==> config.mk <==
export PLATFORM = sky130hd
export DESIGN_NAME = mdu_iter_flat
export DESIGN_NICKNAME = d
export VERILOG_FILES = /design/src/rtl/mdu_iter_if.sv /design/src/rtl/mdu_iter.sv /design/src/flat_wrapper.sv
export SDC_FILE = /design/constraint.sdc
export NUM_CORES = 1
export LEC_CHECK = 0
export CORE_MARGIN = 1
export CORE_UTILIZATION = 25
export CTS_CLUSTER_DIAMETER = 120
export CTS_CLUSTER_SIZE = 14
export DETAILED_ROUTE_END_ITERATION = 16
export HOLD_SLACK_MARGIN = 0.12
export PLACE_DENSITY = 0.42
export SLEW_MARGIN = 20
export SYNTH_ARGS = -nofsm -noshare
export SYNTH_HDL_FRONTEND = slang
export SYNTH_SLANG_ARGS = --single-unit
==> constraint.sdc <==
create_clock -name clk -period 6.5 [get_ports clk]
set_input_delay 0.65 -clock clk [delete_from_list [all_inputs] [get_ports clk]]
set_output_delay 0.65 -clock clk [all_outputs]
set_load 0.01 [all_outputs]
==> src/rtl/mdu_iter_if.sv <==
// Handshake bundle between the core and the iterative multiply/divide unit.
//   master (core side): drives start, flush, funct3, rs1_val, rs2_val, rd_addr
//                       and observes busy, done, result, rd_out, we_out.
//   slave  (MDU side) : the mirror image.
interface mdu_iter_if #(
  parameter int XLEN = 32
);
  logic            start;
  logic            flush;
  logic [2:0]      funct3;
  logic [XLEN-1:0] rs1_val;
  logic [XLEN-1:0] rs2_val;
  logic [4:0]      rd_addr;
  logic            busy;
  logic            done;
  logic [XLEN-1:0] result;
  logic [4:0]      rd_out;
  logic            we_out;

  modport master (
    output start, flush, funct3, rs1_val, rs2_val, rd_addr,
    input  busy, done, result, rd_out, we_out
  );

  modport slave (
    input  start, flush, funct3, rs1_val, rs2_val, rd_addr,
    output busy, done, result, rd_out, we_out
  );
endinterface

==> src/rtl/mdu_iter.sv <==
// Iterative RV32M multiply/divide unit.
//   clk, rst_n : clock (rising edge) and asynchronous active-low reset
//   bus.start/flush/funct3/rs1_val/rs2_val/rd_addr : request from decode/RF read
//   bus.busy   : high from accept until the done cycle, stalls fetch/PC
//   bus.done   : one-cycle pulse, result/rd_out valid
//   bus.result/rd_out : held until the next completed operation
//   bus.we_out : done && rd_out != 0, feeds WE3 of the register file
// Flow: IDLE -> CALC (XLEN shift-add / restoring shift-subtract steps)
//       -> FIXUP (sign correction, half/quotient/remainder select) -> DONE.
// Divide-by-zero and signed overflow resolve at accept and go straight to DONE.
// Optional macro MDU_FAST_MUL_EN: MUL* uses a single-cycle multiplier and
// goes IDLE -> FIXUP; divides are unaffected.
module mdu_iter #(
  parameter int XLEN  = 32,
  parameter int CNT_W = 6
) (
  input logic       clk,
  input logic       rst_n,
  mdu_iter_if.slave bus
);

  localparam logic [XLEN-1:0] MIN_NEG = {1'b1, {(XLEN-1){1'b0}}};

  typedef enum logic [1:0] {S_IDLE, S_CALC, S_FIXUP, S_DONE} state_t;

  function automatic logic [XLEN-1:0] cneg(input logic [XLEN-1:0] v, input logic neg);
    return neg ? (~v + 1'b1) : v;
  endfunction

  function automatic logic [2*XLEN-1:0] cneg_w(input logic [2*XLEN-1:0] v, input logic neg);
    return neg ? (~v + 1'b1) : v;
  endfunction

  state_t            state;
  logic [CNT_W-1:0]  cnt;
  logic [2:0]        op;
  logic [4:0]        rd_lat;
  logic [XLEN-1:0]   opb;      // multiplicand or divisor magnitude
  logic [2*XLEN-1:0] acc;      // MUL: {partial hi, multiplier}; DIV: {remainder, quotient}
  logic [XLEN-1:0]   res;
  logic              q_neg;    // product / quotient must be negated
  logic              r_neg;    // remainder must be negated

  // Accept-time decode
  logic signed [XLEN-1:0] a_s, b_s;
  logic [2:0]      f;
  logic            is_div, a_signed, b_signed, a_neg, b_neg;
  logic            div_zero, div_ovf, special, accept;
  logic [XLEN-1:0] mag_a, mag_b, spec_res;

  assign f   = bus.funct3;
  assign a_s = bus.rs1_val;
  assign b_s = bus.rs2_val;

  always_comb begin
    is_div   = f[2];
    a_signed = (f == 3'd1) || (f == 3'd2) || (f == 3'd4) || (f == 3'd6);
    b_signed = (f == 3'd1) || (f == 3'd4) || (f == 3'd6);
    a_neg    = a_signed && (a_s < 0);
    b_neg    = b_signed && (b_s < 0);
    // Negating -2^(XLEN-1) wraps to itself, which is the correct unsigned magnitude.
    mag_a    = cneg(bus.rs1_val, a_neg);
    mag_b    = cneg(bus.rs2_val, b_neg);
    div_zero = is_div && (bus.rs2_val == '0);
    div_ovf  = is_div && !f[0] && (bus.rs1_val == MIN_NEG) && (bus.rs2_val == '1);
    special  = div_zero || div_ovf;
    if (div_zero) spec_res = f[1] ? bus.rs1_val : '1;
    else          spec_res = f[1] ? '0 : MIN_NEG;
    accept   = (state == S_IDLE) && bus.start && !bus.flush;
  end

`ifdef MDU_FAST_MUL_EN
  logic [2*XLEN-1:0] fast_prod;
  assign fast_prod = (2*XLEN)'(mag_a) * (2*XLEN)'(mag_b);
`endif

  // Iteration step
  logic [XLEN:0]     mul_sum, div_diff;
  logic              qbit;
  logic [2*XLEN-1:0] mul_next, div_next;

  always_comb begin
    mul_sum  = {1'b0, acc[2*XLEN-1:XLEN]} + (acc[0] ? {1'b0, opb} : '0);
    mul_next = {mul_sum, acc[XLEN-1:1]};
    div_diff = {acc[2*XLEN-1:XLEN], acc[XLEN-1]} - {1'b0, opb};
    qbit     = ~div_diff[XLEN];
    div_next = {(qbit ? div_diff[XLEN-1:0] : {acc[2*XLEN-2:XLEN], acc[XLEN-1]}),
                acc[XLEN-2:0], qbit};
  end

  // Fixup: sign correction and field select
  logic [2*XLEN-1:0] prod;
  logic [XLEN-1:0]   quo, rem, fix_res;

  always_comb begin
    prod = cneg_w(acc, q_neg);
    quo  = cneg(acc[XLEN-1:0], q_neg);
    rem  = cneg(acc[2*XLEN-1:XLEN], r_neg);
    if (op[2])            fix_res = op[1] ? rem : quo;
    else if (op == 3'd0)  fix_res = prod[XLEN-1:0];
    else                  fix_res = prod[2*XLEN-1:XLEN];
  end

  // Datapath registers: no reset, only meaningful after an accept
  always_ff @(posedge clk) begin
    if (accept) begin
      op     <= f;
      rd_lat <= bus.rd_addr;
      opb    <= mag_b;
      q_neg  <= a_neg ^ b_neg;
      r_neg  <= a_neg;
      res    <= spec_res;
`ifdef MDU_FAST_MUL_EN
      acc    <= is_div ? {{XLEN{1'b0}}, mag_a} : fast_prod;
`else
      acc    <= {{XLEN{1'b0}}, mag_a};
`endif
    end else if (state == S_CALC) begin
      acc <= op[2] ? div_next : mul_next;
    end else if (state == S_FIXUP) begin
      res <= fix_res;
    end
  end

  // Control FSM with registered outputs
  always_ff @(posedge clk or negedge rst_n) begin
    if (!rst_n) begin
      state      <= S_IDLE;
      cnt        <= '0;
      bus.busy   <= 1'b0;
      bus.done   <= 1'b0;
      bus.we_out <= 1'b0;
      bus.result <= '0;
      bus.rd_out <= '0;
    end else begin
      bus.done   <= 1'b0;
      bus.we_out <= 1'b0;
      if (bus.flush && state != S_IDLE) begin
        state    <= S_IDLE;
        bus.busy <= 1'b0;
      end else begin
        case (state)
          S_IDLE: begin
            if (accept) begin
              bus.busy <= 1'b1;
              cnt      <= '0;
`ifdef MDU_FAST_MUL_EN
              state    <= special ? S_DONE : (is_div ? S_CALC : S_FIXUP);
`else
              state    <= special ? S_DONE : S_CALC;
`endif
            end
          end
          S_CALC: begin
            cnt <= cnt + 1'b1;
            if (cnt == CNT_W'(XLEN - 1)) state <= S_FIXUP;
          end
          S_FIXUP: state <= S_DONE;
          S_DONE: begin
            state      <= S_IDLE;
            bus.busy   <= 1'b0;
            bus.done   <= 1'b1;
            bus.we_out <= (rd_lat != 5'd0);
            bus.result <= res;
            bus.rd_out <= rd_lat;
          end
          default: state <= S_IDLE;
        endcase
      end
    end
  end

endmodule

==> src/flat_wrapper.sv <==
// flat-port wrapper written by rule: the top's interface ports become plain ports
module mdu_iter_flat 
#(
  parameter int XLEN  = 32,
  parameter int CNT_W = 6
)
  (clk, rst_n, bus_start, bus_flush, bus_funct3, bus_rs1_val, bus_rs2_val, bus_rd_addr, bus_busy, bus_done, bus_result, bus_rd_out, bus_we_out);
  mdu_iter_if #(.XLEN(XLEN)) bus_i ();
  input logic clk;
  input logic rst_n;
  input wire logic [$bits(bus_i.start)-1:0] bus_start;
  input wire logic [$bits(bus_i.flush)-1:0] bus_flush;
  input wire logic [$bits(bus_i.funct3)-1:0] bus_funct3;
  input wire logic [$bits(bus_i.rs1_val)-1:0] bus_rs1_val;
  input wire logic [$bits(bus_i.rs2_val)-1:0] bus_rs2_val;
  input wire logic [$bits(bus_i.rd_addr)-1:0] bus_rd_addr;
  output wire logic [$bits(bus_i.busy)-1:0] bus_busy;
  output wire logic [$bits(bus_i.done)-1:0] bus_done;
  output wire logic [$bits(bus_i.result)-1:0] bus_result;
  output wire logic [$bits(bus_i.rd_out)-1:0] bus_rd_out;
  output wire logic [$bits(bus_i.we_out)-1:0] bus_we_out;
  assign bus_i.start = bus_start;
  assign bus_i.flush = bus_flush;
  assign bus_i.funct3 = bus_funct3;
  assign bus_i.rs1_val = bus_rs1_val;
  assign bus_i.rs2_val = bus_rs2_val;
  assign bus_i.rd_addr = bus_rd_addr;
  assign bus_busy = bus_i.busy;
  assign bus_done = bus_i.done;
  assign bus_result = bus_i.result;
  assign bus_rd_out = bus_i.rd_out;
  assign bus_we_out = bus_i.we_out;
  mdu_iter #(.XLEN(XLEN), .CNT_W(CNT_W)) u_core (.clk(clk), .rst_n(rst_n), .bus(bus_i));
endmodule
# Word level (Yosys, flattened, before mapping)
# Cells that the tools add are included.
word_totals:
  ff_bits: 186
  input_bits: 76
  output_inout_bits: 40
  word_cells: 111
classes:
  addsub: 8
  magnitude_cmp: 2
  eq_ne: 14
  muxes: 33
  bitwise_logic: 8
  reduce_logical: 31
ops:
  columns: ["operator", "count"]
  rows:
  - ["2-to-1 mux 32 bit", 17]
  - ["adder 32 x 1 -> 32 bit (second input constant)", 4]
  - ["2-to-1 mux 64 bit", 2]
  - ["inverter 32 bit", 4]
  - ["adder 64 x 1 -> 64 bit (second input constant)", 1]
  - ["== test 32 bit (second input constant)", 2]
  - ["less-than comparator 32 x 1 -> 1 bit (second input constant)", 2]
  - ["inverter 64 bit", 1]
  - ["adder 32 x 32 -> 33 bit", 1]
  - ["subtractor 33 x 32 -> 33 bit", 1]
  - ["logical NOT 32 bit", 1]
  - ["one-hot mux 6 bit (2 select lines)", 1]
  - ["logical AND 1 bit", 9]
  - ["2-to-1 mux 2 bit", 4]
  - ["one-hot mux 2 bit (4 select lines)", 1]
  - ["AND reduction 2 bit", 4]
  - ["nonzero test 2 bit", 4]
  - ["adder 6 x 1 -> 6 bit (second input constant)", 1]
  - ["== test 3 bit (second input constant)", 2]
  - ["== test 6 x 5 -> 1 bit (second input constant)", 1]
  - ["logical OR 1 bit", 6]
  - ["2-to-1 mux 1 bit", 6]
  - ["2-to-1 mux 6 bit", 1]
  - ["nonzero test 5 bit", 1]
  - ["other kinds (15)", 19]

# Logic depth before layout (Yosys ltp)
# Gate-level depths: netlist of run 1.
depth:
  depth_word: 9
  ltp_mapped: 14
  depth_no_buf: 12

# Worst setup path after synthesis of run 1
# Ideal clock, no wire load.
synth_path:
  kind: "register to register"
  startpoint: "register u_core.state[1]"
  endpoint: "register u_core.res[0], enable pin"
  setup_ns: 0.421
  arrival_time_ns: 4.428
  required_ns: 6.079
  slack_ns: 1.651
  stages_incl_launch_ff: 10
  path_buffers: 3
  synth_period_minus_slack_ns: 4.849
  path_cell_list: "dfrtp_1 > inv_1 > ha_1 > clkbuf_1 > nand3_1 > inv_2 > clkbuf_1 > clkbuf_1 > nor2_1 > nor2_1"
synth_between:
  elab_chain_len: 5
  elab_cells_between_ends: 8
  classes_between: "eq/ne: 3; reduce/logical: 5"
synth_lines:
  columns: ["element", "line_no", "source"]
  rows:
  - ["start, declared", "mdu_iter.sv:34", "state_t state;"]
  - ["start signal, assigned", "mdu_iter.sv:150", "state <= special ? S_DONE : S_CALC;"]
  - ["logical NOT 2 bit (*)", "mdu_iter.sv:69", "accept = (state == S_IDLE) && bus.start && !bus.flush;"]
  - ["logical AND 1 bit (*) (2 in series)", "mdu_iter.sv:69", null]
  - ["via u_core.accept", "mdu_iter.sv:48", "logic div_zero, div_ovf, special, accept;"]
  - ["!= test 2 x 1 -> 1 bit (no source line) or nonzero test 2 bit (tied branches)", null, null]
  - ["AND reduction 2 bit (no source line) (*)", null, null]
  - ["end signal, assigned", "mdu_iter.sv:112", "res <= spec_res;"]
  - ["end signal, assigned", "mdu_iter.sv:121", "res <= fix_res;"]
  - ["end, declared", "mdu_iter.sv:40", "logic [XLEN-1:0] res;"]
# The timed path passes the listed nets; every way through them passes the cells marked *.
# A chain may end at the register's enable or synchronous reset.

# Final worst setup path of run 1
layout_path:
  startpoint: "input port bus_rs1_val[4]"
  endpoint: "register u_core.state[1]"
layout_between:
  elab_chain_len: 8
layout_lines:
  columns: ["element", "line_no", "source"]
  rows:
  - ["start, declared", "flat_wrapper.sv:14", "input wire logic [$bits(bus_i.rs1_val)-1:0] bus_rs1_val;"]
  - ["== test 32 bit", "mdu_iter.sv:65", "div_ovf = is_div && !f[0] && (bus.rs1_val == MIN_NEG) && (bus.rs2_val == '1);"]
  - ["logical AND 1 bit (2 in series)", "mdu_iter.sv:65", null]
  - ["logical OR 1 bit", "mdu_iter.sv:66", "special = div_zero || div_ovf;"]
  - ["2-to-1 mux 2 bit", "mdu_iter.sv:150", null]
  - ["2-to-1 mux 2 bit", "mdu_iter.sv:144", "if (accept) begin"]
  - ["one-hot mux 2 bit (4 select lines)", "mdu_iter.sv:142", "case (state)"]
  - ["2-to-1 mux 2 bit", "mdu_iter.sv:138", "if (bus.flush && state != S_IDLE) begin"]
# No other way between the ends. The select of a mux whose other input is x is not followed.

==> results of run 1 <==
==> final timing paths <==
path / startpoint / endpoint / slack (ns) / depth (start not counted)
min in group clk: u_core.res[15] / u_core.bus.result[15] / 0.47 / 1
hold reg to reg: u_core.res[15] / u_core.bus.result[15] / 0.47 / 1
max in group asynchronous: rst_n / u_core.bus.result[28] / 5.80 / 2
setup reg to reg: u_core.acc[38] / u_core.acc[55] / 2.30 / 12
hold / removal: rst_n / u_core.bus.rd_out[2] / 0.25 / 2
setup / recovery: bus_rs1_val[4] / u_core.state[1] / 2.29 / 9
==> where the power goes <==
part / total [uW] / switching [uW] / leakage (uW) / internal (uW)
combinational: 4770 / 2800 / 0.00486 / 1970
sequential: 2580 / 726 / 0.00185 / 1850
clock: 1080 / 564 / 0.000284 / 512
total: 8420 / 4090 / 0.00699 / 4330
==> Yosys cell counts (6+ instances only) <==
library cell | instances | area, um^2
o21a_1 | 14 | 105.1
o41ai_1 | 12 | 105.1
mux2i_1 | 46 | 460.4
o21bai_1 | 7 | 52.55
nand2b_1 | 28 | 175.2
a21oi_1 | 130 | 650.6
xor2_1 | 90 | 788.3
nand2_1 | 157 | 589.3
and3_1 | 17 | 106.4
dfxtp_1 | 32 | 640.6
o31ai_1 | 33 | 247.7
a31oi_1 | 15 | 93.84
or3_1 | 14 | 87.58
a211oi_1 | 21 | 157.7
nand4_1 | 28 | 175.2
inv_1 | 64 | 240.2
xnor2_1 | 102 | 893.4
nor4_1 | 25 | 156.4
o22ai_1 | 8 | 50.05
a22oi_1 | 9 | 67.56
ha_1 | 76 | 950.9
o211ai_1 | 22 | 165.2
nand3_1 | 40 | 200.2
clkbuf_1 | 110 | 412.9
dfrtp_1 | 48 | 1201
nor3_1 | 25 | 125.1
a21boi_0 | 14 | 105.1
or4_1 | 22 | 165.2
or2_2 | 6 | 37.54
a21o_1 | 44 | 330.3
nor2_1 | 140 | 525.5
nor2b_1 | 16 | 100.1
and2_1 | 11 | 68.82
a221oi_1 | 9 | 78.83
o221ai_1 | 16 | 140.1
edfxtp_1 | 106 | 3183
o21ai_0 | 190 | 950.9
mux2_2 | 40 | 450.4
o211a_1 | 8 | 80.08
==> cell families after synthesis <==
| kind of cell | after synthesis |
|---|---|
| DFF | 186 |
| AOI/OAI and AO/OA | 592 |
| and+or+nand+nor | 558 |
| buffers and inverters | 185 |
| xor gates and xnor gates | 192 |
| muxes | 86 |
| adders and majority gates | 78 |
==> per-layer routing <==
layer  part of all wire  vias up  track usage
met5                  0        -            0
met4              0.014        0      0.04682
met3              0.044       45      0.02643
met2               0.47      416       0.3082
met1               0.47     7135       0.2522
li1                   -     7010            -
==> final cells by class <==
| class | instances | area (um^2) | area share |
|---|---|---|---|
| timing repair buffer | 136 | 1304 | 0.07116 |
| multi-input combinational | 1506 | 10110 | 0.5521 |
| inverter | 66 | 250.2 | 0.01366 |
| tap | 837 | 1047 | 0.05716 |
| sequential | 186 | 5025 | 0.2743 |
| clock inverter | 14 | 151.4 | 0.008263 |
| clock buffer | 18 | 429.2 | 0.02342 |
==> sequential cells by signal, indices dropped and copies added, names as in the netlist <==
register / cells
u_core.rd_lat: 5
u_core.bus.rd_out: 5
u_core.opb: 32
u_core.q_neg: 1
u_core.state: 2
u_core.bus.busy: 1
u_core.cnt: 6
u_core.acc: 64
u_core.op: 3
u_core.bus.done: 1
u_core.bus.result: 32
u_core.bus.we_out: 1
u_core.r_neg: 1
u_core.res: 32
==> through the flow <==
| step | std cells | area (um^2) | utilization | power (uW) |
|---|---|---|---|---|
| 2_1_floorplan | 1877 | 15830 | - | 5573 |
| 3_3_place_gp | 2731 | 17740 | 0.2853 | 7316 |
| 3_5_place_dp | 2731 | 17740 | 0.2853 | 7336 |
| 4_1_cts | 2763 | 18320 | 0.2947 | 8443 |
| 5_1_grt | 2763 | 18320 | 0.2947 | 9046 |
| 6_report | 2763 | 18320 | 0.2947 | 8424 |
==> impl_metrics.json, run 1 <==
{
  "leakagePower_uw": 0.006993,
  "clkLatencyLatePin_ns": 0.50,
  "cts_tree": "yes",
  "final_cell_mix": "o21ai_0 (190), nand2_1 (156), nor2_1 (138), a21oi_1 (129), clkdlybuf4s50_1 (114)",
  "drcViolationCount": 0,
  "clock-sinks": 186,
  "hpwl_um": 45340,
  "cpMostUsedCell": "nor4_1",
  "setup_violations": 0,
  "endpoint_kind": "flop",
  "fmax_mhz": 237.5,
  "die_h_um": 253.6,
  "portBuffers": 115,
  "fillers": 6728,
  "worst_slew_pin_slew_ns": 1.084,
  "die_width_um": 253.6,
  "fin_crit_sh": 0.6478,
  "synthFlopType": "edfxtp_1",
  "cp-start-kind": "primary input",
  "critPathMaxStageDelay_ns": 0.70,
  "synth_edf_count": 106,
  "arrival_ns": 4.64,
  "synthDistinctLibCells": 83,
  "critPathKind": "in2reg",
  "fin_ws_ns": 2.289,
  "slowest_stage": "o31ai_1",
  "synth_top_family_by_area": "compound AO/OA/AOI/OAI gates",
  "grt_pass1_wl_um": 90010,
  "ant_nets": 0,
  "gr-total-overflow": 0,
  "initial_utilization": 0.2546,
  "first_pass_iters": 5,
  "synthCells": 1877,
  "postCtsHoldBufs": 0,
  "cp.required_ns": 6.93,
  "pre_cts_ws_ns": 1.779,
  "cts_root_buf": "clkbuf_16",
  "hp-class": "in2async",
  "async_reset_ff_frac": 0.2581,
  "routed_wl_um": 59220,
  "slew_headroom": 0.2769,
  "synthAdderAreaFrac": 0.06260,
  "synth_xor_area_frac": 0.1062,
  "syn_area_per_cell_um2": 8.433,
  "syn_nets": 2031,
  "placementRows": 91,
  "htreeDepth": 4,
  "p_per_area_nw_per_um2": 459.8,
  "synthMuxAreaShare": 0.05754,
  "cts_inserted_buffers": 17,
  "finalMaxSlewViolations": 0,
  "yosysWarnings": 0,
  "finalHoldViolCount": 0,
  "synth_compound_area_frac": 0.2371,
  "layout-drive-gt1-share": 0.06282,
  "rsz0062_at_grt": "false",
  "cp_max_fo": 5,
  "path_clk_slew_ns": 0.08,
  "yosysSeqAreaShare": 0.3174,
  "final_common_cell": "o21ai_0",
  "status": "finished clean",
  "antenna_cells": 0,
  "grt.total_usage": 0.1859,
  "grt_pass1_vias": 14300,
  "drt_iter0_markers": 1370,
  "routed_via_density": 5.286,
  "clk_path_buf_depth": 2,
  "die_area_um2": 64330,
  "io_pins": 116,
  "tns_ns": 0,
  "cp_cell_sequence": "clkdlybuf4s50_1 > nor4_1 > nand4b_1 > or4_1 > nor4_1 > nand3_1 > o31ai_1 > a221oi_1 > a21oi_1",
  "holdWs_ns": 0.2517,
  "areaGrowthSynthToFinish_pct": 15.75,
  "final.min_clock_period_ns": 4.211,
  "path_buf_inv": 1,
  "cts_setup_buffers": 0,
  "wl_per_cell_um": 21.43,
  "yosys.area_share.simple": 0.1745,
  "max_cap_violations": 0,
  "grt_max_degree": 68,
  "clock_skew_ns": 0.01937,
  "fin_nets": 2067,
  "grt_antenna_before_repair": 0,
  "ir_worst_vdd_v": 0.0001535,
  "vias": 14610,
  "path_delay_family": "simple AND/OR/NAND/NOR gates",
  "ys_seq_elements": 186,
  "globalplace.congestion": 0.9012,
  "cts_resized": 0,
  "netlist_area_um2": 15830,
  "core_um2": 62170
}
Power figures use the tool's default switching activity.
==> run 2, diff against run 1 <==
- clock period: 6.5 -> 3.9 ns (I/O delays scaled with it)
==> run 2 against run 1 <==
- routed wire length is 4.5% higher
- via count is 4.0% higher
- design area is 4.4% higher
- highest routed layer unchanged
- clock power is 78% higher
- global-route usage is 0.82 points higher
- sequential power is 48% higher
- first-iteration DRC count is 13% lower
==> impl_metrics.json, run 2 (same netlist as run 1, synthesis figures left out) <==
{
  "setup_violations": 0,
  "grt_antenna_before_repair": 1,
  "cts_tree": "yes",
  "critPathMaxStageDelay_ns": 0.60,
  "globalplace.congestion": 0.9298,
  "finalMaxSlewViolations": 0,
  "dp.cells": 2829,
  "path_delay_family": "simple AND/OR/NAND/NOR gates",
  "critPathKind": "reg2reg",
  "initial_utilization": 0.2546,
  "arrival_ns": 3.91,
  "swShare": 0.4777,
  "path_buf_inv": 0,
  "core_um2": 62170,
  "rrSetupSlack_ns": 0.26,
  "die_area_um2": 64330,
  "reg2reg_depth": 9,
  "path_clk_slew_ns": 0.09,
  "routed_wl_um": 61870,
  "final.min_clock_period_ns": 3.644,
  "die_h_um": 253.6,
  "power_frac_comb": 0.612,
  "htreeDepth": 4,
  "clock-sinks": 186,
  "areaGrowthSynthToFinish_pct": 20.88,
  "final_cell_mix": "o21ai_0 (190), nand2_1 (156), nor2_1 (138), a21oi_1 (130), buf_4 (117)",
  "leakagePower_uw": 0.007508,
  "fin_cells": 2862,
  "finalHoldViolCount": 0,
  "postCtsHoldBufs": 1,
  "drcViolationCount": 0,
  "reg2reg_to": "u_core.res[30]",
  "hpwl_um": 48280,
  "ir_worst_vdd_v": 0.0003708,
  "layout-drive-gt1-share": 0.1072,
  "p_per_area_nw_per_um2": 774.7,
  "top_register": "u_core.acc",
  "cp.depth": 9,
  "clock_skew_ns": 0.01646,
  "vias": 15200,
  "slew_headroom": 0.3580,
  "placementRows": 91,
  "first_pass_iters": 8,
  "fin_nets": 2166,
  "cp.required_ns": 4.16,
  "io_pins": 116,
  "endpoint_kind": "flop",
  "cts_inserted_buffers": 17,
  "clk_path_buf_depth": 2,
  "grt.total_usage": 0.1942,
  "slowest_stage": "or4_4",
  "reg2reg_from": "u_core.acc[12]",
  "clkLatencyLatePin_ns": 0.51,
  "cp_cell_sequence": "or4_4 > or4_1 > or4b_4 > or3_4 > or2_4 > nand2_2 > or2_2 > a21oi_1 > a311o_1",
  "drt_iter0_markers": 1196,
  "cp-endpoint": "u_core.res[30]",
  "rsz0062_at_grt": "false",
  "grt_pass1_vias": 14770,
  "cp_max_fo": 13,
  "antenna_cells": 0,
  "wl_per_cell_um": 21.62,
  "p_sw_uw": 7081,
  "largest_reg_flops": 64,
  "grt_pass1_wl_um": 93140,
  "seqPwrFrac": 0.259,
  "cp-startpoint": "u_core.acc[12]",
  "p_clk_frac": 0.129,
  "grt_max_degree": 50,
  "fmax_mhz": 274.4,
  "status": "finished clean",
  "fin_ws_ns": 0.2556,
  "portBuffers": 115,
  "ant_nets": 0,
  "worst_slew_pin_slew_ns": 0.9630,
  "final_common_cell": "o21ai_0",
  "cts_resized": 0,
  "pre_cts_ws_ns": 0.2786,
  "tns_ns": 0,
  "cp-start-kind": "flop",
  "hp-class": "in2reg",
  "cts_setup_buffers": 0,
  "max_cap_violations": 0,
  "gr-total-overflow": 0,
  "p_int_uw": 7741,
  "fin_crit_sh": 0.9345,
  "die_width_um": 253.6,
  "routed_via_density": 5.309,
  "cts_root_buf": "clkbuf_16"
}
-- run 2: changes by cell type in the layout (fill, tap and decap cells not counted), sizes merged --
cell         before  now
inv              73   72
clkinv            7    8
buf              22  120
dlygate4sd3       0    1
bufinv            0    1
clkbuf           18   17
-- run 2: layer usage --
layer / GRT usage / vias to the layer above / part of all wire
li1: - / 7195 / -
met1: 0.2609 / 7435 / 0.46
met2: 0.3191 / 470 / 0.46
met3: 0.02284 / 95 / 0.046
met4: 0.06954 / 0 / 0.028
met5: 0 / - / 0
-- run 2: through the flow --
stage | utilization | hold slack (ns) | total power, uW | instance area [um^2]
5_1_grt | 0.3078 | 0.4397 | 15850 | 19130
3_3_place_gp | 0.2975 | 0.4623 | 12840 | 18500
2_1_floorplan | - | 0.09441 | 9286 | 15830
6_report | 0.3078 | 0.4472 | 14820 | 19130
3_5_place_dp | 0.2975 | 0.4636 | 12860 | 18500
4_1_cts | 0.3077 | 0.4036 | 14840 | 19130
-- run 2: power by group through the flow --
| stage | combinational [uW] | sequential [uW] | clock (uW) |
|---|---|---|---|
| 2_1_floorplan | 5600 | 3680 | 0 |
| 4_1_cts | 9030 | 3820 | 1990 |
| 6_report | 9070 | 3830 | 1920 |
| 5_1_grt | 9900 | 3920 | 2040 |
| 3_3_place_gp | 8980 | 3860 | 0 |
| 3_5_place_dp | 8990 | 3870 | 0 |
-- run 2: final cells by class --
| cell class | instances | area [um^2] |
|---|---|---|
| Sequential cell | 186 | 5025 |
| Clock buffer | 17 | 425.4 |
| Tap cell | 837 | 1047 |
| Timing Repair Buffer | 235 | 2074 |
| Clock inverter | 15 | 200.2 |
| Inverter | 66 | 250.2 |
| Multi-Input combinational cell | 1506 | 10110 |
| Fill cell | 6664 | 43030 |
-- run 2: worst min-delay path by stage --
stage	slack, ns	start	end	cells past startpoint
detailed placement	0.46	u_core.res[27]	u_core.bus.result[27]	1
floorplan	0.09	rst_n	u_core.bus.busy	0
CTS	0.40	bus_rd_addr[3]	u_core.rd_lat[3]	1
global route	0.44	bus_rd_addr[3]	u_core.rd_lat[3]	1
finish	0.45	bus_rd_addr[3]	u_core.rd_lat[3]	1
global placement	0.46	u_core.res[9]	u_core.bus.result[9]	1
==> run 3, diff against run 2 <==
- GPL_TIMING_DRIVEN: default -> 0
==> run 3 against run 2 <==
- die area unchanged
- clock-buffer cell count increased by 1
- critical path depth increased by 1
- register-to-register slack got worse by 0.21 ns
- largest power group unchanged
- sequential power increased by 2%
- core utilization decreased by 0.19 points
- first-iteration DRC count increased by 3.4%
- non-clock buffer count increased by 11
- critical path type unchanged
- routed wire length increased by 9.0%
- power decreased by 0.26%
- critical endpoint is now u_core.res[31]
==> impl_metrics.json, run 3 (same netlist as run 1, synthesis figures left out) <==
{
  "cp-startpoint": "u_core.acc[18]",
  "drt_iter0_markers": 1237,
  "die_width_um": 253.6,
  "clk_path_buf_depth": 2,
  "reg2reg_from": "u_core.acc[18]",
  "core_um2": 62170,
  "clkLatencyLatePin_ns": 0.51,
  "cts_inserted_buffers": 17,
  "clock_skew_ns": 0.02087,
  "initial_utilization": 0.2546,
  "cp.required_ns": 4.12,
  "first_pass_iters": 8,
  "status": "finished clean",
  "reg2reg_depth": 10,
  "arrival_ns": 4.08,
  "io_pins": 116,
  "placementRows": 91,
  "htreeDepth": 4,
  "hp-class": "in2async",
  "clock-sinks": 186,
  "fin_ws_ns": 0.04200,
  "finalHoldViolCount": 0,
  "seqPwrFrac": 0.263,
  "top_register": "u_core.acc",
  "fin_nets": 2177,
  "final_cell_mix": "o21ai_0 (187), nand2_1 (156), nor2_1 (139), a21oi_1 (128), clkdlybuf4s50_1 (114)",
  "setup_violations": 0,
  "largest_reg_flops": 64,
  "slew_headroom": 0.2745,
  "routed_wl_um": 67420,
  "p_int_uw": 7495,
  "drcViolationCount": 0,
  "routed_via_density": 5.341,
  "critPathKind": "reg2reg",
  "fin_cells": 2873,
  "final_common_cell": "o21ai_0",
  "grt_antenna_before_repair": 2,
  "ir_worst_vdd_v": 0.0003085,
  "antenna_cells": 0,
  "wl_per_cell_um": 23.47,
  "hpwl_um": 53930,
  "finalMaxSlewViolations": 0,
  "grt.total_usage": 0.2094,
  "path_clk_slew_ns": 0.08,
  "power_uw": 14780,
  "fmax_mhz": 259.2,
  "reg2reg_to": "u_core.res[31]",
  "cts_root_buf": "clkbuf_16",
  "swShare": 0.4930,
  "final.min_clock_period_ns": 3.858,
  "gr-total-overflow": 0,
  "rsz0062_at_grt": "false",
  "die_h_um": 253.6,
  "rrSetupSlack_ns": 0.04,
  "fin_crit_sh": 0.9892,
  "areaGrowthSynthToFinish_pct": 20.14,
  "endpoint_kind": "flop",
  "worst_slew_pin_slew_ns": 1.084,
  "grt_pass1_vias": 15010,
  "max_cap_violations": 0,
  "cp_max_fo": 6,
  "die_area_um2": 64330,
  "leakagePower_uw": 0.007178,
  "grt_max_degree": 49,
  "dp.cells": 2832,
  "layout-drive-gt1-share": 0.07417,
  "fillers": 6643,
  "globalplace.congestion": 0.9552,
  "p_sw_uw": 7288,
  "p_per_area_nw_per_um2": 777.4,
  "cp-endpoint": "u_core.res[31]",
  "power_frac_comb": 0.613,
  "p_clk_frac": 0.123,
  "portBuffers": 115,
  "cp-start-kind": "flop",
  "ant_nets": 0,
  "vias": 15340,
  "pre_cts_ws_ns": -0.9196,
  "cts_tree": "yes",
  "grt_pass1_wl_um": 98300
}
run 3: worst min path at each step:
stage	startpoint	endpoint	slack (ns)	cells past startpoint
4_1_cts	bus_rd_addr[3]	u_core.rd_lat[3]	0.42	1
5_1_grt	bus_rd_addr[3]	u_core.rd_lat[3]	0.44	1
3_5_place_dp	rst_n	u_core.bus.rd_out[4]	0.46	1
6_report	rst_n	u_core.bus.rd_out[4]	0.45	2
3_3_place_gp	u_core.res[31]	u_core.bus.result[31]	0.46	1
2_1_floorplan	rst_n	u_core.bus.busy	0.09	0
run 3: power groups by stage:
| stage | clock (uW) | combinational [uW] | sequential [uW] |
|---|---|---|---|
| floorplan | 0 | 5600 | 3680 |
| global placement | 0 | 8570 | 3910 |
| detailed placement | 0 | 8670 | 3910 |
| CTS | 1880 | 8890 | 3870 |
| global route | 1940 | 9830 | 3980 |
| finish | 1820 | 9070 | 3890 |
run 3: critical path: stages (launching register included):
cell	delay, ns
edfxtp_1	0.50
or4_1	0.60
nor4_2	0.45
nand4_1	0.19
buf_4	0.21
or4_1	0.51
o31a_1	0.35
a21oi_1	0.19
a221o_1	0.18
a22oi_1	0.07
a21o_1	0.30
run 3: per-stage QoR:
stage	cell area (um^2)	utilization	setup TNS (ns)	hold WS [ns]
2_1_floorplan	15830	-	0	0.09441
4_1_cts	18870	0.3035	-0.01085	0.4248
6_report	19020	0.3059	0	0.4492
3_5_place_dp	18100	0.2911	-35.89	0.4620
3_3_place_gp	18030	0.2900	-124.95	0.4628
5_1_grt	19020	0.3059	0	0.4422
run 3: cell type report:
| cell class | instances | area (um^2) | share of cell area |
|---|---|---|---|
| sequential | 186 | 5026 | 0.2643 |
| tap | 837 | 1047 | 0.05507 |
| buffer | 116 | 471.7 | 0.02480 |
| multi-input combinational | 1506 | 10340 | 0.5439 |
| timing repair buffer | 130 | 1301 | 0.06843 |
| clock inverter | 14 | 151.4 | 0.007961 |
| clock buffer | 18 | 429.2 | 0.02257 |
| inverter | 66 | 247.7 | 0.01303 |
run 3: metal layers:
metal,vias to the layer above,wire (um),global-route usage
met1,7402,29670,0.2648
met3,139,3367,0.03032
li1,7233,-,-
met5,-,32,0
met4,4,2947,0.09931
met2,566,31410,0.3492
run 3: what timing repair did:
item,CTS,global route
buffers inserted,6,5
hold buffers,1,0
endpoints found under the hold margin,48,0
endpoints found under the setup margin,89,56
resized for setup,37,27
pin swaps,2,2
